`src/rtl/crc_pkg.sv`:
```
// Shared CRC types and the width-generic CRC step used by the stream engine.
// Operands are carried at CRC_MAX_W bits so that one function serves every instance width.
package crc_pkg;

    localparam int CRC_MAX_W  = 64;
    localparam int DEF_CRC_W  = 8;
    localparam int DEF_DATA_W = 8;
    localparam int NB         = DEF_CRC_W / DEF_DATA_W;

    typedef enum logic {
        S_BODY,
        S_APPEND
    } state_t;

    // Unreflected MSB-first update: fold the beat into the top bits, then one shift per data bit.
    function automatic logic [CRC_MAX_W-1:0] crc_next(
        input logic [CRC_MAX_W-1:0] crc,
        input logic [CRC_MAX_W-1:0] data,
        input logic [CRC_MAX_W-1:0] poly,
        input int                   crc_w,
        input int                   data_w
    );
        logic [CRC_MAX_W-1:0] c;
        logic [CRC_MAX_W-1:0] mask;
        mask = {CRC_MAX_W{1'b1}} >> (CRC_MAX_W - crc_w);
        c    = (crc ^ (data << (crc_w - data_w))) & mask;
        for (int i = 0; i < CRC_MAX_W; i++) begin
            if (i < data_w) begin
                if (c[crc_w-1]) begin
                    c = ((c << 1) ^ poly) & mask;
                end else begin
                    c = (c << 1) & mask;
                end
            end
        end
        return c;
    endfunction

endpackage

```
`src/rtl/crc_step.sv`:
```
// Combinational single-beat CRC update for one instance width.
module crc_step
    import crc_pkg::*;
#(
    parameter int               DATA_W = 8,
    parameter int               CRC_W  = 8,
    parameter logic [CRC_W-1:0] POLY   = 'hCF
) (
    input  logic [CRC_W-1:0]  crc_cur,
    input  logic [DATA_W-1:0] data,
    output logic [CRC_W-1:0]  crc_nxt
);

    assign crc_nxt = CRC_W'(crc_next(CRC_MAX_W'(crc_cur), CRC_MAX_W'(data),
                                     CRC_MAX_W'(POLY), CRC_W, DATA_W));

endmodule

```
`src/rtl/crc_stream.sv`:
```
// Inline CRC engine on a valid/ready beat stream: GEN appends the CRC, CHK verifies the residue.
// One registered output stage; in_ready drops while the CRC trailer is being emitted.
module crc_stream
    import crc_pkg::*;
#(
    parameter int               DATA_W   = 8,
    parameter int               CRC_W    = 8,
    parameter logic [CRC_W-1:0] POLY     = 'hCF,
    parameter logic [CRC_W-1:0] INIT     = 'hFF,
    parameter int               CHECK    = 0,
    parameter int               ERRCNT_W = 16
) (
    input  logic                clk,
    input  logic                rst,
    input  logic [DATA_W-1:0]   in_data,
    input  logic                in_valid,
    input  logic                in_last,
    output logic                in_ready,
    output logic [DATA_W-1:0]   out_data,
    output logic                out_valid,
    output logic                out_last,
    input  logic                out_ready,
    output logic                chk_valid,
    output logic                chk_err,
    output logic [ERRCNT_W-1:0] err_cnt
);

    localparam int N_BEATS = CRC_W / DATA_W;
    localparam int CNT_W   = (N_BEATS > 1) ? $clog2(N_BEATS) : 1;

    generate
        if (CRC_W % DATA_W != 0) begin : g_bad_width
            $fatal(1, "crc_stream: CRC_W must be a multiple of DATA_W");
        end
        if (CRC_W > CRC_MAX_W) begin : g_too_wide
            $fatal(1, "crc_stream: CRC_W exceeds CRC_MAX_W");
        end
    endgenerate

    state_t              state_q, state_d;
    logic [CNT_W-1:0]    cnt_q, cnt_d;
    logic [CRC_W-1:0]    crc_q, crc_d, crc_nxt;
    logic [DATA_W-1:0]   out_data_d, chunk;
    logic                out_valid_d, out_last_d;
    logic                chk_valid_d, chk_err_d;
    logic [ERRCNT_W-1:0] err_cnt_d;
    logic                load, acc;

    crc_step #(.DATA_W(DATA_W), .CRC_W(CRC_W), .POLY(POLY)) u_step (
        .crc_cur (crc_q),
        .data    (in_data),
        .crc_nxt (crc_nxt)
    );

    assign load     = !out_valid || out_ready;
    assign in_ready = (state_q == S_BODY) && load;
    assign acc      = in_valid && in_ready;
    // Trailer goes out most significant chunk first.
    assign chunk    = DATA_W'(crc_q >> ((N_BEATS - 1 - int'(cnt_q)) * DATA_W));

    always_comb begin
        state_d     = state_q;
        cnt_d       = cnt_q;
        crc_d       = crc_q;
        out_data_d  = out_data;
        out_valid_d = out_valid;
        out_last_d  = out_last;
        chk_valid_d = 1'b0;
        chk_err_d   = chk_err;
        err_cnt_d   = err_cnt;
        case (state_q)
            S_BODY: begin
                if (load) begin
                    out_valid_d = acc;
                    if (acc) begin
                        out_data_d = in_data;
                        out_last_d = (CHECK != 0) ? in_last : 1'b0;
                        crc_d      = crc_nxt;
                        if (in_last) begin
                            if (CHECK != 0) begin
                                crc_d       = INIT;
                                chk_valid_d = 1'b1;
                                chk_err_d   = (crc_nxt != '0);
                                if ((crc_nxt != '0) && (err_cnt != '1)) begin
                                    err_cnt_d = err_cnt + 1'b1;
                                end
                            end else begin
                                state_d = S_APPEND;
                                cnt_d   = '0;
                            end
                        end
                    end
                end
            end
            S_APPEND: begin
                if (load) begin
                    out_valid_d = 1'b1;
                    out_data_d  = chunk;
                    out_last_d  = (cnt_q == CNT_W'(N_BEATS - 1));
                    if (cnt_q == CNT_W'(N_BEATS - 1)) begin
                        state_d = S_BODY;
                        cnt_d   = '0;
                        crc_d   = INIT;
                    end else begin
                        cnt_d = cnt_q + 1'b1;
                    end
                end
            end
            default: state_d = S_BODY;
        endcase
    end

    always_ff @(posedge clk) begin
        if (rst) begin
            state_q   <= S_BODY;
            cnt_q     <= '0;
            crc_q     <= INIT;
            out_data  <= '0;
            out_valid <= 1'b0;
            out_last  <= 1'b0;
            chk_valid <= 1'b0;
            chk_err   <= 1'b0;
            err_cnt   <= '0;
        end else begin
            state_q   <= state_d;
            cnt_q     <= cnt_d;
            crc_q     <= crc_d;
            out_data  <= out_data_d;
            out_valid <= out_valid_d;
            out_last  <= out_last_d;
            chk_valid <= chk_valid_d;
            chk_err   <= chk_err_d;
            err_cnt   <= err_cnt_d;
        end
    end

endmodule

```
`config.mk`:
```
export PLATFORM = sky130hd
export DESIGN_NAME = crc_stream
export DESIGN_NICKNAME = d
export VERILOG_FILES = /design/src/rtl/crc_pkg.sv /design/src/rtl/crc_step.sv /design/src/rtl/crc_stream.sv
export SDC_FILE = /design/constraint.sdc
export NUM_CORES = 1
export LEC_CHECK = 0
export ABC_AREA = 1
export CAP_MARGIN = 20
export CORE_MARGIN = 1.5
export CORE_UTILIZATION = 50
export DETAILED_ROUTE_END_ITERATION = 10
export PLACE_DENSITY = 0.84
export SLEW_MARGIN = 20
export SYNTH_ARGS = -nofsm -noshare
export SYNTH_HDL_FRONTEND = slang
export SYNTH_SLANG_ARGS = --single-unit
```
`constraint.sdc`:
```
create_clock -name clk -period 2.9 [get_ports clk]
set_input_delay 0.725 -clock clk [delete_from_list [all_inputs] [get_ports clk]]
set_output_delay 0.725 -clock clk [all_outputs]
set_load 0.01 [all_outputs]
```
==> results of run 1 <==
[state kept, by name (all words and copies together) (netlist names)]
name       flops
crc_q          8
out_data       8
out_last       1
out_valid      1
state_q        1
[layout make-up]
type / instances / area share (%)
clock buffer: 4 / 1.63
inverter: 24 / 5.60
multi-input combinational: 170 / 51.5
tap: 30 / 2.33
sequential: 19 / 23.7
timing repair buffer: 25 / 15.3
[logic make-up (layout without fill, tap and decap cells)]
group / Yosys count / after routing / synth area share [%]
AND/OR/NAND/NOR: 116 / 116 / 37.9
other: 1 / 18 / 0.270
flip-flops: 19 / 19 / 27.4
AO/OA/AOI/OAI: 29 / 29 / 12.4
XOR/XNOR: 7 / 7 / 4.41
buffers and inverters: 46 / 53 / 17.6
[worst min-delay path by stage]
stage,endpoint,cells past startpoint
floorplan,crc_q[1]$_SDFFE_PP1P_,2
global placement,out_last$_SDFFE_PP0P_,2
detailed placement,out_last$_SDFFE_PP0P_,2
CTS,crc_q[0]$_SDFFE_PP1P_,2
global route,crc_q[0]$_SDFFE_PP1P_,2
finish,crc_q[0]$_SDFFE_PP1P_,2
[placed cells by master (no fill, tap or decap), types with 2 or more instances in the layout]
cell,n
o21ai_1,3
conb_1,18
inv_1,16
xor2_1,4
nand2_2,14
xnor2_1,3
o211ai_1,4
dfxtp_1,19
a21oi_1,6
buf_4,2
nor2_1,8
inv_2,8
nand2_1,75
nand2_4,4
clkbuf_4,3
nand3_1,12
o21ai_0,6
a31oi_1,8
clkdlybuf4s50_1,23
[per-stage QoR]
step / util (%) / instances / hold WS (ns)
finish: 63.2 / 272 / 0.521
global route: 63.2 / 272 / 0.541
detailed placement: 62.1 / 268 / 0.505
floorplan: - / 235 / 0.485
global placement: 62.1 / 268 / 0.487
CTS: 63.2 / 272 / 0.523
[power by group]
| part | internal [mW] | switching [mW] |
|---|---|---|
| clock network | 0.0537 | 0.0851 |
| registers | 0.304 | 0.0431 |
| logic | 0.245 | 0.386 |
[tightest hold or removal path, cell delays in order (launching register included)]
cell      delay [ns]
dfxtp_1         0.35
nand2_1         0.07
o211ai_1        0.07
[metal layers]
layer	up-vias	GRT usage (%)	share of wire, %
met4	0	4.53	0.63
met1	581	22.4	44
li1	698	-	-
met5	-	0	0
met2	54	34.9	49
met3	4	4.88	7.2
==> results by group, run 1 <==
Run status
  • Run status: finished clean

Final layout
  • Number of nets in the layout: 256
  • Area added between synthesis and finish: 15.7%
  • Area taken by flip-flops and latches: 380 um2
  • Combined area of the multi-input logic cells: 828 um2
  • Antenna diode instance count: 0
  • Fill cell total of the finished layout: 257
  • Post-route cell area: 1610 um2
  • Layout cell share with drive strength beyond 1: 14.0%

Clock network
  • Buffers inserted by post-CTS timing repair: 0
  • Clock tree from TritonCTS: built
  • Longest Clk Path Bufs: 2
  • Root Buffer: clkbuf_4
  • Clk slew on worst S/H paths: 0.11 ns
  • Post-CTS Resized: 0
  • Number of levels the H-tree was split into: 1
  • Clock latency of the later-clocked register in the worst-skew pair: 0.30 ns
  • Number of buffers created by CTS: 3
  • Count of hold-fix buffers inserted at cts: 0
  • Clock sinks: 19

STA
  • # setup viols final: 0
  • Normalized max-slew margin: 61.3%
  • Total negative slack: 0 ns
  • Unrepaired setup endpoints after global routing: no
  • Share of the clock period used by the worst path: 89.2%
  • Slew @ Worst Pin: 0.580 ns
  • Minimum period implied by the final worst setup slack: 2.59 ns
  • Final hold violations: 0
  • Maximum clock rate: 0.387 GHz
  • Max-slew violations: 0
  • Final worst-path setup slack: 0.314 ns
  • Maximum clock skew at final layout: 0.00328 ns

Route
  • Antenna-violating nets left: 0
  • Routed wire length per instance: 10.5 um
  • Drt first pass iters: 4
  • Total vias in the final route: 1337
  • Total wirelength of the detailed-routed design: 2860 um
  • Initial DRC count: 50
  • Via density per instance: 4.92
  • DRC Markers: 0

Global routing
  • Maximum number of pins on one net before global-route repair: 22
  • Overflow left after global routing: 0
  • GRT Overall Usage: 19.2%
  • Vias in the first global route: 1205
  • Antenna violations before repair: 0
  • Wire length of the first global-routing pass: 4880 um

Worst setup path
  • CP max stage delay: 0.54 ns
  • Capturing point of the worst reg2reg path: out_data[3]$_SDFFE_PP0P_
  • WP data required: 2.17 ns
  • Critical-path cell list: clkdlybuf4s50_1 -> nor2_1 -> nor2_1 -> clkdlybuf4s50_1
  • Register-to-register setup slack: 0.95 ns
  • Worst path buffer plus inverter count: 2
  • FF-to-FF path depth: 6
  • Arrival time worst endpoint: 1.86 ns
  • Crit Path Category: input pin to output port
  • Number of logic stages on the critical path including buffering: 4
  • Category of the worst setup path capture point: output port
  • Crit path launch: out_ready
  • Kind of cell with the highest combined delay on the critical path: buffers and inverters
  • Worst Path Max Fanout: 3
  • Crit-path slowest cell: clkdlybuf4s50_1
  • Source of the worst register-to-register timing path: state_q$_SDFF_PP0_
  • Nature of the critical path startpoint: input pin
  • Capturing element of the worst setup path: in_ready

Power and ir drop
  • Power Dens Cells: 694 nW/um2
  • Leakage power figure: 0.828 nW
  • IR Drop Worst-Case VDD: 449 uV
  • Power, Total: 1.12 mW

Synthesis
  • Post-Syn Area: 1390 um2
  • FFs w/ async S/R, synth: 0%
  • Synthesized netlist cell count: 218
  • Number of warnings issued by yosys: 0
  • Number of flip-flops and latches in the synthesized netlist: 19
  • Yosys top cell by area: dfxtp_1
  • Top FF cell, synth: dfxtp_1
  • Yosys top cell area share: 27.4%
  • Top area cells in the synthesized netlist: dfxtp_1 27%, nand2_1 20%, buf_4 10%
  • Number of synthesized flops with an enable pin: 0
  • Syn_area_per_cell: 6.38 um2
  • Distinct cells, synth: 25
  • Sequential element share of the synthesized area: 27.4%
  • Commonest cells post-synth: 75 x nand2_1, 19 x buf_4, 19 x dfxtp_1
  • Dominant cell by count in the synthesized netlist: nand2_1

Floorplan
  • Core Area: 2540 um2
  • Io pins: 42
  • Initial standard-cell utilization of the core: 54.6%
  • Standard-cell rows: 18
  • DIE AREA: 3110 um2
  • Chip Width: 55.7 um
  • Die height: 55.7 um

Hold path
  • Type of the most critical hold path: flip-flop to flip-flop
  • Worst hold start: crc_q[0]$_SDFFE_PP1P_

Placed design
  • Worst Setup Slack post-DPL: 0.318 ns
  • Cell area after placement: 1580 um2
  • Final weighted congestion in routability-driven placement: 0.790
  • Port-buffer cells: 23
  • Placed wire-length estimate: 2190 um

Run
  • Maximum capacitance violations: 0
No activity file was read; power rests on OpenSTA's default activity.
==> run 2: changes to the inputs <==
--- a/config.mk
+++ b/config.mk
@@ -6,12 +6,14 @@
 export NUM_CORES = 1
 export LEC_CHECK = 0
 export ABC_AREA = 1
+export ABC_CLOCK_PERIOD_IN_PS = 2900
 export CAP_MARGIN = 20
 export CORE_MARGIN = 1.5
 export CORE_UTILIZATION = 50
 export DETAILED_ROUTE_END_ITERATION = 10
 export PLACE_DENSITY = 0.84
-export SLEW_MARGIN = 20
+export REMOVE_ABC_BUFFERS = 1
+export SLEW_MARGIN = 5
 export SYNTH_ARGS = -nofsm -noshare
 export SYNTH_HDL_FRONTEND = slang
 export SYNTH_SLANG_ARGS = --single-unit
==> results by group, run 2 (same netlist as run 1, synthesis figures left out) <==
Placed design
  • Worst Setup Slack post-DPL: 0.326 ns
  • Final weighted congestion in routability-driven placement: 0.806
  • Port-buffer cells: 23
  • Cell area after placement: 1580 um2
  • Placed wire-length estimate: 2240 um

Clock network
  • Number of buffers created by CTS: 3
  • Post-CTS Resized: 0
  • Count of hold-fix buffers inserted at cts: 0
  • Clock tree from TritonCTS: built
  • Number of levels the H-tree was split into: 1
  • Clock sinks: 19
  • Longest Clk Path Bufs: 2
  • Clk slew on worst S/H paths: 0.11 ns
  • Root Buffer: clkbuf_4
  • Clock latency of the later-clocked register in the worst-skew pair: 0.30 ns
  • Buffers inserted by post-CTS timing repair: 0

Worst setup path
  • WP data required: 2.17 ns
  • Worst Path Max Fanout: 3
  • Crit Path Category: input pin to output port
  • CP max stage delay: 0.54 ns
  • Category of the worst setup path capture point: output port
  • Arrival time worst endpoint: 1.86 ns
  • Nature of the critical path startpoint: input pin
  • Register-to-register setup slack: 0.93 ns
  • Crit-path slowest cell: clkdlybuf4s50_1
  • Critical-path cell list: clkdlybuf4s50_1 -> nor2_1 -> nor2_1 -> clkdlybuf4s50_1

Global routing
  • GRT Overall Usage: 20.0%
  • Wire length of the first global-routing pass: 4950 um
  • Vias in the first global route: 1109
  • Overflow left after global routing: 0
  • Maximum number of pins on one net before global-route repair: 22
  • Antenna violations before repair: 0

Hold path
  • Type of the most critical hold path: flip-flop to flip-flop

STA
  • Minimum period implied by the final worst setup slack: 2.58 ns
  • # setup viols final: 0
  • Final hold violations: 0
  • Share of the clock period used by the worst path: 89.0%
  • Slew @ Worst Pin: 0.571 ns
  • Normalized max-slew margin: 61.9%
  • Maximum clock skew at final layout: 0.00274 ns
  • Final worst-path setup slack: 0.319 ns
  • Unrepaired setup endpoints after global routing: no
  • Max-slew violations: 0
  • Maximum clock rate: 0.387 GHz
  • Total negative slack: 0 ns

Floorplan
  • Initial standard-cell utilization of the core: 54.6%
  • Die height: 55.7 um
  • Core Area: 2540 um2
  • Chip Width: 55.7 um
  • Standard-cell rows: 18
  • DIE AREA: 3110 um2
  • Io pins: 42

Final layout
  • Antenna diode instance count: 0
  • Number of nets in the layout: 256
  • Most frequent cells in the layout: 75 x nand2_1, 23 x clkdlybuf4s50_1, 19 x dfxtp_1
  • Fill cell total of the finished layout: 237
  • Post-route cell area: 1610 um2
  • Area taken by flip-flops and latches: 380 um2
  • Leading cell type in the layout, fill and taps excluded: nand2_1
  • Layout cell share with drive strength beyond 1: 14.5%
  • Largest registers: crc_q x8, out_data x8
  • Area added between synthesis and finish: 15.8%
  • Combined area of the multi-input logic cells: 828 um2

Route
  • Via density per instance: 5.10
  • Antenna-violating nets left: 0
  • Initial DRC count: 50
  • DRC Markers: 0
  • Routed wire length per instance: 10.9 um
  • Total vias in the final route: 1387
  • Total wirelength of the detailed-routed design: 2970 um
  • Drt first pass iters: 4

Power and ir drop
  • IR Drop Worst-Case VDD: 490 uV
  • Switching power of the nets: 0.524 mW
  • Power, Total: 1.12 mW
  • Internal: 0.601 mW
  • Leakage power figure: 0.831 nW
  • Power Dens Cells: 699 nW/um2
  • Part of the total power dissipated in sequential elements: 30.6%
  • Clock Power Share: 12.3%
  • Combinational share of power: 57.1%
  • Switching share of power: 46.6%

Run
  • Maximum capacitance violations: 0

Run status
  • Run status: finished clean
## run 2: final timing paths
check,start,end,cells past startpoint
max,out_ready,in_ready,4
min,crc_q[0]$_SDFFE_PP1P_,out_data[0]$_SDFFE_PP0P_,2
max reg2reg,state_q$_SDFF_PP0_,out_data[2]$_SDFFE_PP0P_,6
min reg2reg,crc_q[0]$_SDFFE_PP1P_,out_data[0]$_SDFFE_PP0P_,2
## run 2: final cells by class
class	instances	share of cell area (%)
Clock buffer	3	1.40
Clock inverter	1	0.311
Inverter	24	5.60
Multi-Input combinational cell	170	51.5
Sequential cell	19	23.6
Tap cell	30	2.33
Timing Repair Buffer	25	15.2
## run 2: metrics by stage
step	util [%]	hold slack [ns]	instances
after floorplan	-	0.476	213
after global placement	62.1	0.474	268
after global routing	63.2	0.546	272
after detailed placement	62.1	0.504	268
final	63.2	0.521	272
after CTS	63.2	0.520	272
## run 2: worst max-delay path: cells and delay by family
family | cells | cell delay (ns)
AND/OR/NAND/NOR | 2 | 0.14
buffers and inverters | 2 | 0.99
## run 2: routing by layer
metal / vias to the layer above / track usage, % / part of all wire, %
li1: 702 / - / -
met1: 633 / 26.0 / 46
met2: 46 / 32.8 / 48
met3: 6 / 2.33 / 4.8
met4: 0 / 9.06 / 1.6
met5: - / 0 / 0
## run 2: power by group through the flow
stage               Sequential (mW)  Combinational (mW)  Clock, mW
finish                        0.345               0.642      0.138
global route                  0.351               0.721      0.154
CTS                           0.344               0.640      0.138
detailed placement            0.350               0.632          0
global placement              0.348               0.617          0
floorplan                     0.349               0.481          0
==> run 3: changes to the inputs <==
--- a/config.mk
+++ b/config.mk
@@ -6,7 +6,6 @@
 export NUM_CORES = 1
 export LEC_CHECK = 0
 export ABC_AREA = 1
-export ABC_CLOCK_PERIOD_IN_PS = 2900
 export CAP_MARGIN = 20
 export CORE_MARGIN = 1.5
 export CORE_UTILIZATION = 50
==> results of run 3 <==
Same layout as run 2: the final DEF is identical, and so are final timing and power.
